File: src/rtl/video_pkg.sv
// Shared video definitions: default raster timing, RGB333 pixel packing and the
// per-pixel control bundle carried alongside a fetch pipeline.
package video_pkg;

    localparam int H_TOTAL_DEF  = 384;
    localparam int H_ACTIVE_DEF = 256;
    localparam int H_FP_DEF     = 16;
    localparam int H_SYNC_DEF   = 32;
    localparam int V_TOTAL_DEF  = 262;
    localparam int V_ACTIVE_DEF = 240;
    localparam int V_FP_DEF     = 4;
    localparam int V_SYNC_DEF   = 4;

    typedef logic [8:0] rgb333_t;

    localparam int R_MSB = 8;
    localparam int R_LSB = 6;
    localparam int G_MSB = 5;
    localparam int G_LSB = 3;
    localparam int B_MSB = 2;
    localparam int B_LSB = 0;

    typedef struct packed {
        logic       act;
        logic       hs;
        logic       vs;
        logic       hblank;
        logic       vblank;
        logic       first;
        logic [2:0] bar;
    } raster_ctl_t;

    localparam raster_ctl_t CTL_BLANK = '{act: 1'b0, hs: 1'b0, vs: 1'b0, hblank: 1'b1,
                                          vblank: 1'b1, first: 1'b0, bar: 3'd0};

    // Each bar index bit drives one full colour channel.
    function automatic rgb333_t colour_bar(input logic [2:0] n);
        rgb333_t c;
        c = '0;
        c[R_MSB:R_LSB] = {3{n[2]}};
        c[G_MSB:G_LSB] = {3{n[1]}};
        c[B_MSB:B_LSB] = {3{n[0]}};
        return c;
    endfunction

endpackage

File: src/rtl/video_timing_counter.sv
// Raster position counters with combinational sync/blank/active decode of the
// current position; reusable by any raster source.
module video_timing_counter #(
    parameter int H_TOTAL  = video_pkg::H_TOTAL_DEF,
    parameter int H_ACTIVE = video_pkg::H_ACTIVE_DEF,
    parameter int H_FP     = video_pkg::H_FP_DEF,
    parameter int H_SYNC   = video_pkg::H_SYNC_DEF,
    parameter int V_TOTAL  = video_pkg::V_TOTAL_DEF,
    parameter int V_ACTIVE = video_pkg::V_ACTIVE_DEF,
    parameter int V_FP     = video_pkg::V_FP_DEF,
    parameter int V_SYNC   = video_pkg::V_SYNC_DEF
) (
    input  logic       clk_i,
    input  logic       reset_i,
    output logic [7:0] hpos_o,
    output logic [7:0] vpos_o,
    output logic       act_o,
    output logic       hs_o,
    output logic       vs_o,
    output logic       hblank_o,
    output logic       vblank_o,
    output logic       first_o
);

    if (H_ACTIVE > 256 || V_ACTIVE > 256 || H_TOTAL > 1024 || V_TOTAL > 1024 ||
        H_ACTIVE + H_FP + H_SYNC > H_TOTAL || V_ACTIVE + V_FP + V_SYNC > V_TOTAL) begin : g_bad_params
        $error("video_timing_counter: illegal raster timing parameters");
    end

    localparam logic [9:0] H_LAST   = 10'(H_TOTAL - 1);
    localparam logic [9:0] V_LAST   = 10'(V_TOTAL - 1);
    localparam logic [9:0] H_ACT    = 10'(H_ACTIVE);
    localparam logic [9:0] V_ACT    = 10'(V_ACTIVE);
    localparam logic [9:0] HS_BEGIN = 10'(H_ACTIVE + H_FP);
    localparam logic [9:0] HS_END   = 10'(H_ACTIVE + H_FP + H_SYNC);
    localparam logic [9:0] VS_BEGIN = 10'(V_ACTIVE + V_FP);
    localparam logic [9:0] VS_END   = 10'(V_ACTIVE + V_FP + V_SYNC);

    logic [9:0] hcount_q, hcount_d;
    logic [9:0] vcount_q, vcount_d;

    always_comb begin
        // NOTE: every combinational output gets a default first so no path leaves it unassigned (no latch).
        hcount_d = hcount_q + 10'd1;
        vcount_d = vcount_q;
        if (hcount_q == H_LAST) begin
            hcount_d = '0;
            vcount_d = (vcount_q == V_LAST) ? '0 : vcount_q + 10'd1;
        end
    end

    always_ff @(posedge clk_i) begin
        // NOTE: non-blocking assignments so every register samples pre-edge values, independent of statement order.
        if (reset_i) begin
            hcount_q <= '0;
            vcount_q <= '0;
        end else begin
            hcount_q <= hcount_d;
            vcount_q <= vcount_d;
        end
    end

    // vcount only moves at the line wrap, so vs_o can only change at hcount 0.
    assign hblank_o = (hcount_q >= H_ACT);
    assign vblank_o = (vcount_q >= V_ACT);
    assign act_o    = !hblank_o && !vblank_o;
    assign hs_o     = (hcount_q >= HS_BEGIN) && (hcount_q < HS_END);
    assign vs_o     = (vcount_q >= VS_BEGIN) && (vcount_q < VS_END);
    assign first_o  = (hcount_q == '0) && (vcount_q == '0);
    assign hpos_o   = hcount_q[7:0];
    assign vpos_o   = vcount_q[7:0];

endmodule

File: src/rtl/cga_raster_source.sv
// Low-resolution arcade raster source: fetches one framebuffer word per active
// pixel and emits sync/blank/RGB333 with all signals aligned three clocks late.
module cga_raster_source
    import video_pkg::*;
#(
    parameter int H_TOTAL  = H_TOTAL_DEF,
    parameter int H_ACTIVE = H_ACTIVE_DEF,
    parameter int H_FP     = H_FP_DEF,
    parameter int H_SYNC   = H_SYNC_DEF,
    parameter int V_TOTAL  = V_TOTAL_DEF,
    parameter int V_ACTIVE = V_ACTIVE_DEF,
    parameter int V_FP     = V_FP_DEF,
    parameter int V_SYNC   = V_SYNC_DEF
) (
    input  logic        clk6m,
    input  logic        reset,
    input  logic        pattern_en,
    output logic        fb_rd,
    output logic [15:0] fb_addr,
    input  logic [8:0]  fb_data,
    output logic        hsync_o,
    output logic        vsync_o,
    output logic        hblank_o,
    output logic        vblank_o,
    output logic [8:0]  rgb_o,
    output logic        frame_start
);

    logic [7:0]  hpos, vpos;
    logic        act0, hs0, vs0, hblank0, vblank0, first0;
    raster_ctl_t ctl0_d, ctl1_q, ctl2_q;
    logic        pattern_q, pattern_d;
    rgb333_t     rgb_d;

    video_timing_counter #(
        .H_TOTAL (H_TOTAL),
        .H_ACTIVE(H_ACTIVE),
        .H_FP    (H_FP),
        .H_SYNC  (H_SYNC),
        .V_TOTAL (V_TOTAL),
        .V_ACTIVE(V_ACTIVE),
        .V_FP    (V_FP),
        .V_SYNC  (V_SYNC)
    ) u_timing (
        .clk_i   (clk6m),
        .reset_i (reset),
        .hpos_o  (hpos),
        .vpos_o  (vpos),
        .act_o   (act0),
        .hs_o    (hs0),
        .vs_o    (vs0),
        .hblank_o(hblank0),
        .vblank_o(vblank0),
        .first_o (first0)
    );

    always_comb begin
        ctl0_d = '{act: act0, hs: hs0, vs: vs0, hblank: hblank0,
                   vblank: vblank0, first: first0, bar: hpos[7:5]};
        // Pattern choice is frozen at the top-left pixel so a frame is never mixed.
        pattern_d = first0 ? pattern_en : pattern_q;
        rgb_d = '0;
        if (ctl2_q.act) begin
            rgb_d = pattern_q ? colour_bar(ctl2_q.bar) : fb_data;
        end
    end

    always_ff @(posedge clk6m) begin
        // NOTE: pipeline stages are cleared on reset so an aborted frame cannot leak a stale pixel or sync.
        if (reset) begin
            fb_rd       <= 1'b0;
            fb_addr     <= '0;
            ctl1_q      <= CTL_BLANK;
            ctl2_q      <= CTL_BLANK;
            pattern_q   <= 1'b0;
            hsync_o     <= 1'b0;
            vsync_o     <= 1'b0;
            hblank_o    <= 1'b1;
            vblank_o    <= 1'b1;
            rgb_o       <= '0;
            frame_start <= 1'b0;
        end else begin
            fb_rd       <= ctl0_d.act;
            fb_addr     <= {vpos, hpos};
            ctl1_q      <= ctl0_d;
            ctl2_q      <= ctl1_q;
            pattern_q   <= pattern_d;
            hsync_o     <= ctl2_q.hs;
            vsync_o     <= ctl2_q.vs;
            hblank_o    <= ctl2_q.hblank;
            vblank_o    <= ctl2_q.vblank;
            rgb_o       <= rgb_d;
            frame_start <= ctl2_q.first;
        end
    end

endmodule

File: config.mk
export PLATFORM = sky130hd
export DESIGN_NAME = cga_raster_source
export DESIGN_NICKNAME = d
export VERILOG_FILES = /design/src/rtl/video_pkg.sv /design/src/rtl/video_timing_counter.sv /design/src/rtl/cga_raster_source.sv
export SDC_FILE = /design/constraint.sdc
export NUM_CORES = 1
export LEC_CHECK = 0
export BUFFER_PORTS_ARGS = -buffer_cell sky130_fd_sc_hd__buf_2
export CAP_MARGIN = 40
export CORE_MARGIN = 2
export CORE_UTILIZATION = 45
export DETAILED_ROUTE_END_ITERATION = 8
export PLACE_DENSITY = 0.67
export SLEW_MARGIN = 20
export SYNTH_ARGS = -nofsm -noshare
export SYNTH_HDL_FRONTEND = slang
export SYNTH_SLANG_ARGS = --single-unit
File: constraint.sdc
create_clock -name clk6m -period 2.3 [get_ports clk6m]
set_input_delay 0.23 -clock clk6m [delete_from_list [all_inputs] [get_ports clk6m]]
set_output_delay 0.23 -clock clk6m [all_outputs]
set_load 0.02 [all_outputs]
==> impl_results.md <==
- Hold crit path type: in -> reg
- Fraction of registers with async set/reset: 0
- Total clock buffers created by CTS: 9
- Number of design-rule violations left by the first detailed-router iteration: 56
- Ratio of cells with drive above 1 in the final layout: 0.248
- Final core utilization: 0.549
- Wire length on met2: 1790 µm
- DRT met1 WL: 2110 µm
- Worst clock skew: 0.00527 ns
- Wire length of the first global-routing pass: 7090 µm
- Most frequently used flop master after synthesis: sky130_fd_sc_hd__dfxtp_1
- TritonCTS Sinks: 66
- CTS-repair resized insts: 0
- Slew Viols, Final: 0
- Critical path data required time: approximately 2.6 ns
- Worst Setup Path Type: reg -> reg
- Post-route fraction of the period consumed by the critical path: 0.887
- Total leakage power: 1.13 nW
- DRC errors left: 0
- Final number of hold-violating endpoints: 0
- Maximum capacitance violations: 0
- Share of total power in the clock network: 0.393
- Combinational family with the most area after synthesis: simple AND/OR/NAND/NOR gates
- Buffers on Ports: 42
- IR drop worst, VDD: 0.318 mV
- Diodes inserted: 0
- Number of unique standard cell types used by synthesis: 36
- Unrepaired setup endpoints after global routing: no
- Flip-flop and latch count after synthesis: between 60 and 70
- Die Outline Area: 0.00585 mm²
- Synthesis warning total: 0
- Ratio of total power to cell area: ~760 mW/mm²
- Number of buffers added to fix hold violations after cts: 0
- Maximum fanout encountered on the critical timing path: 12
- Layout overhead on the synthesized area: 17.9%
- RePlAce Congestion: 0.835
- Yosys top cell by area: sky130_fd_sc_hd__dfxtp_1
- CTS H-tree depth: 3
- Final HPWL DP: slightly above 3000 µm
- Total negative setup slack: 0 ns
- Placed cells: 340
- Total met3 wirelength after detailed routing: 233 µm
- Proportion of power drawn by flip-flops and latches: 0.561
- Fraction of power spent switching nets: 0.229
- Number of core rows: 26
- Initial antenna violation count: 0
- Synthesized area per cell: between 9 and 10 µm²
- Relative max-transition margin: 0.726
- Share of the synthesized area in the top cell type: 0.559
- Int Power: 1.62 mW
- Remaining number of nets flagged by the antenna check after routing: 0
- Final standard cell count with taps included and fillers excluded: 356
- Nature of the critical path endpoint: flip-flop
- GRT overflow: 0
- Post-synth EDFFs: 0
- Logic gate share of total power: 0.045
- Critical Path AT: 2.31 ns
- Sequential share of the synthesized area: 0.559
- Wire length after detailed routing: 4260 µm
- Maximum number of pins on one net before global-route repair: 28
- Number of setup violations in the final report: 0
- Status: complete, no violations
- Mapped Cells: 237
- Starting density of the core: 0.466
- Clock transition at the register clock pins on the worst setup and hold paths after CTS: 0.07 ns
- Adder-cell area share of the yosys netlist: 0.0265
- Complex-gate fraction of the synthesized area: 0.0603
- Fraction of synthesized area in multiplexers: 0.00424
- Latest clock arrival within the worst-skew pair: 0.34 ns
- Global-route usage over all layers: 0.158
- Via count of the first global-routing pass: 1524
- Power spent charging and discharging nets: between 400 and 500 µW
- Post-synthesis share of cell area spent on xor and xnor gates: 0.0408
- Post-CTS setup buffers: 0
- Avg Vias per Cell: just under 5
- Total iterations of the first detailed-routing run: 4
- Clock tree buffer depth: 2
- Startpoint type of the worst setup path: flip-flop
- Largest cells by area after synthesis: sky130_fd_sc_hd__dfxtp_1 56%, sky130_fd_sc_hd__nor2b_1 5.0%, sky130_fd_sc_hd__xnor2_1 3.7%
- Clock Root Buffer: sky130_fd_sc_hd__clkbuf_8
- Synthesized net count: 254
- Die boundary width: 76.5 µm
- Highest signal layer in the routed design: met4
- Netlist Area Pre-Place: 0.00236 mm²
- Min Clock Period, post-route: a little over 2 ns
- CTS tree: built
- Post-synthesis simple-gate area fraction: 0.261
- Vert. Die Dim: 76.5 µm
- Io pins: 43
- Number of vias after detailed routing: 1746
- Net count reported at finish: 298
- Max frequency: slightly below 500 MHz
- Slew of the pin with the lowest slew margin: 0.407 ns
- Core Footprint: 0.00507 mm²
- Average routed wire per standard cell: 12.0 µm
-- cells in the mapped netlist (2+ instances only) --
cell	number
sky130_fd_sc_hd__o2bb2ai_1	2
sky130_fd_sc_hd__nor3_1	9
sky130_fd_sc_hd__or3_1	2
sky130_fd_sc_hd__nor4_1	7
sky130_fd_sc_hd__nand4_1	4
sky130_fd_sc_hd__o31ai_1	4
sky130_fd_sc_hd__nand3_1	8
sky130_fd_sc_hd__or4bb_1	2
sky130_fd_sc_hd__clkbuf_1	7
sky130_fd_sc_hd__buf_4	4
sky130_fd_sc_hd__nand2_1	13
sky130_fd_sc_hd__nor2_1	19
sky130_fd_sc_hd__or4_1	4
sky130_fd_sc_hd__xnor2_1	10
sky130_fd_sc_hd__a21oi_1	15
sky130_fd_sc_hd__ha_1	5
sky130_fd_sc_hd__inv_1	7
sky130_fd_sc_hd__nor2b_1	19
sky130_fd_sc_hd__dfxtp_1	66
sky130_fd_sc_hd__and4_1	2
sky130_fd_sc_hd__nand2b_1	9
sky130_fd_sc_hd__or2_2	4
sky130_fd_sc_hd__buf_6	2
-- flip-flops by register name, summed over array words and instances (netlist names), 6 cells and up --
name,cells
ctl2_q,9
ctl1_q,6
u_timing.vcount_q,10
fb_addr,16
rgb_o,9
u_timing.hcount_q,10
-- area by class of cell --
| type | instances | area (µm²) |
|---|---|---|
| clock buffers | 11 | 141 |
| clock inverters | 5 | 30.0 |
| fillers | 474 | 2290 |
| inverters | 8 | 30.0 |
| multi-input cells | 149 | 928 |
| flip-flops and latches | 66 | 1320 |
| well taps | 70 | 87.6 |
| repair buffers | 47 | 248 |
-- per-stage QoR --
stage | setup slack (ns) | area (µm²) | power, mW | hold slack (ns)
6_report | 0.261 | 2790 | 2.10 | 0.132
3_5_place_dp | 0.280 | 2620 | 1.30 | 0.395
3_3_place_gp | 0.350 | 2620 | 1.30 | 0.393
2_1_floorplan | 0.326 | 2360 | 1.27 | 0.309
5_1_grt | 0.140 | 2790 | 2.20 | 0.124
4_1_cts | 0.258 | 2790 | 2.14 | 0.119
-- cells in the final DEF (no fill, tap or decap), types with 5 or more instances in the layout --
master                      n
sky130_fd_sc_hd__inv_1      7
sky130_fd_sc_hd__ha_1       5
sky130_fd_sc_hd__nor2_1    19
sky130_fd_sc_hd__nand3_1    8
sky130_fd_sc_hd__a21oi_1   15
sky130_fd_sc_hd__buf_4      5
sky130_fd_sc_hd__nor2b_1   19
sky130_fd_sc_hd__clkbuf_8  10
sky130_fd_sc_hd__xnor2_1   10
sky130_fd_sc_hd__nand2_1   13
sky130_fd_sc_hd__nand2b_1   9
sky130_fd_sc_hd__nor3_1     9
sky130_fd_sc_hd__buf_2     42
sky130_fd_sc_hd__nor4_1     7
sky130_fd_sc_hd__dfxtp_1   66
-- metal layers --
metal | GRT usage | vias up
li1 | - | 894
met1 | 0.202 | 796
met2 | 0.223 | 46
met3 | 0.0604 | 10
met4 | 0.0982 | 0
met5 | 0 | -
-- critical path: stages, from the launching register on --
cell and delay (ns):
sky130_fd_sc_hd__dfxtp_1 0.45, sky130_fd_sc_hd__or3b_4 0.45, sky130_fd_sc_hd__or3_4 0.41, sky130_fd_sc_hd__or4_1 0.52
sky130_fd_sc_hd__a21oi_1 0.15
-- cells by family (layout without fill, tap and decap cells) --
kind of cell               after synthesis  count (layout)
and+or+nand+nor                        108             108
DFF                                     66              66
xor gates and xnor gates                11              11
adders and majority gates                5               5
buffers and inverters                   22              71
muxes                                    1               1
AOI/OAI and AO/OA                       24              24
-- power groups by stage --
| stage | clock (mW) | sequential [mW] | combinational (mW) |
|---|---|---|---|
| 2_1_floorplan | 0 | 1.21 | 0.0515 |
| 3_3_place_gp | 0 | 1.21 | 0.0975 |
| 3_5_place_dp | 0 | 1.21 | 0.0970 |
| 4_1_cts | 0.860 | 1.18 | 0.0977 |
| 5_1_grt | 0.911 | 1.18 | 0.107 |
| 6_report | 0.828 | 1.18 | 0.0957 |
-- worst paths after layout --
| kind | from | end | slack, ns | cells after the start |
|---|---|---|---|---|
| worst max-delay path | u_timing.hcount_q[8]$_SDFF_PP0_ | u_timing.vcount_q[7]$_SDFFE_PP0N_ | 0.26 | 4 |
| worst min-delay path | pattern_en | pattern_q$_SDFFE_PP0P_ | 0.13 | 3 |
| worst max register to register | u_timing.hcount_q[8]$_SDFF_PP0_ | u_timing.vcount_q[7]$_SDFFE_PP0N_ | 0.26 | 4 |
| worst min register to register | ctl1_q[4]$_SDFF_PP1_ | ctl2_q[4]$_SDFF_PP1_ | 0.41 | 1 |
(Power assumes the default switching activity.)
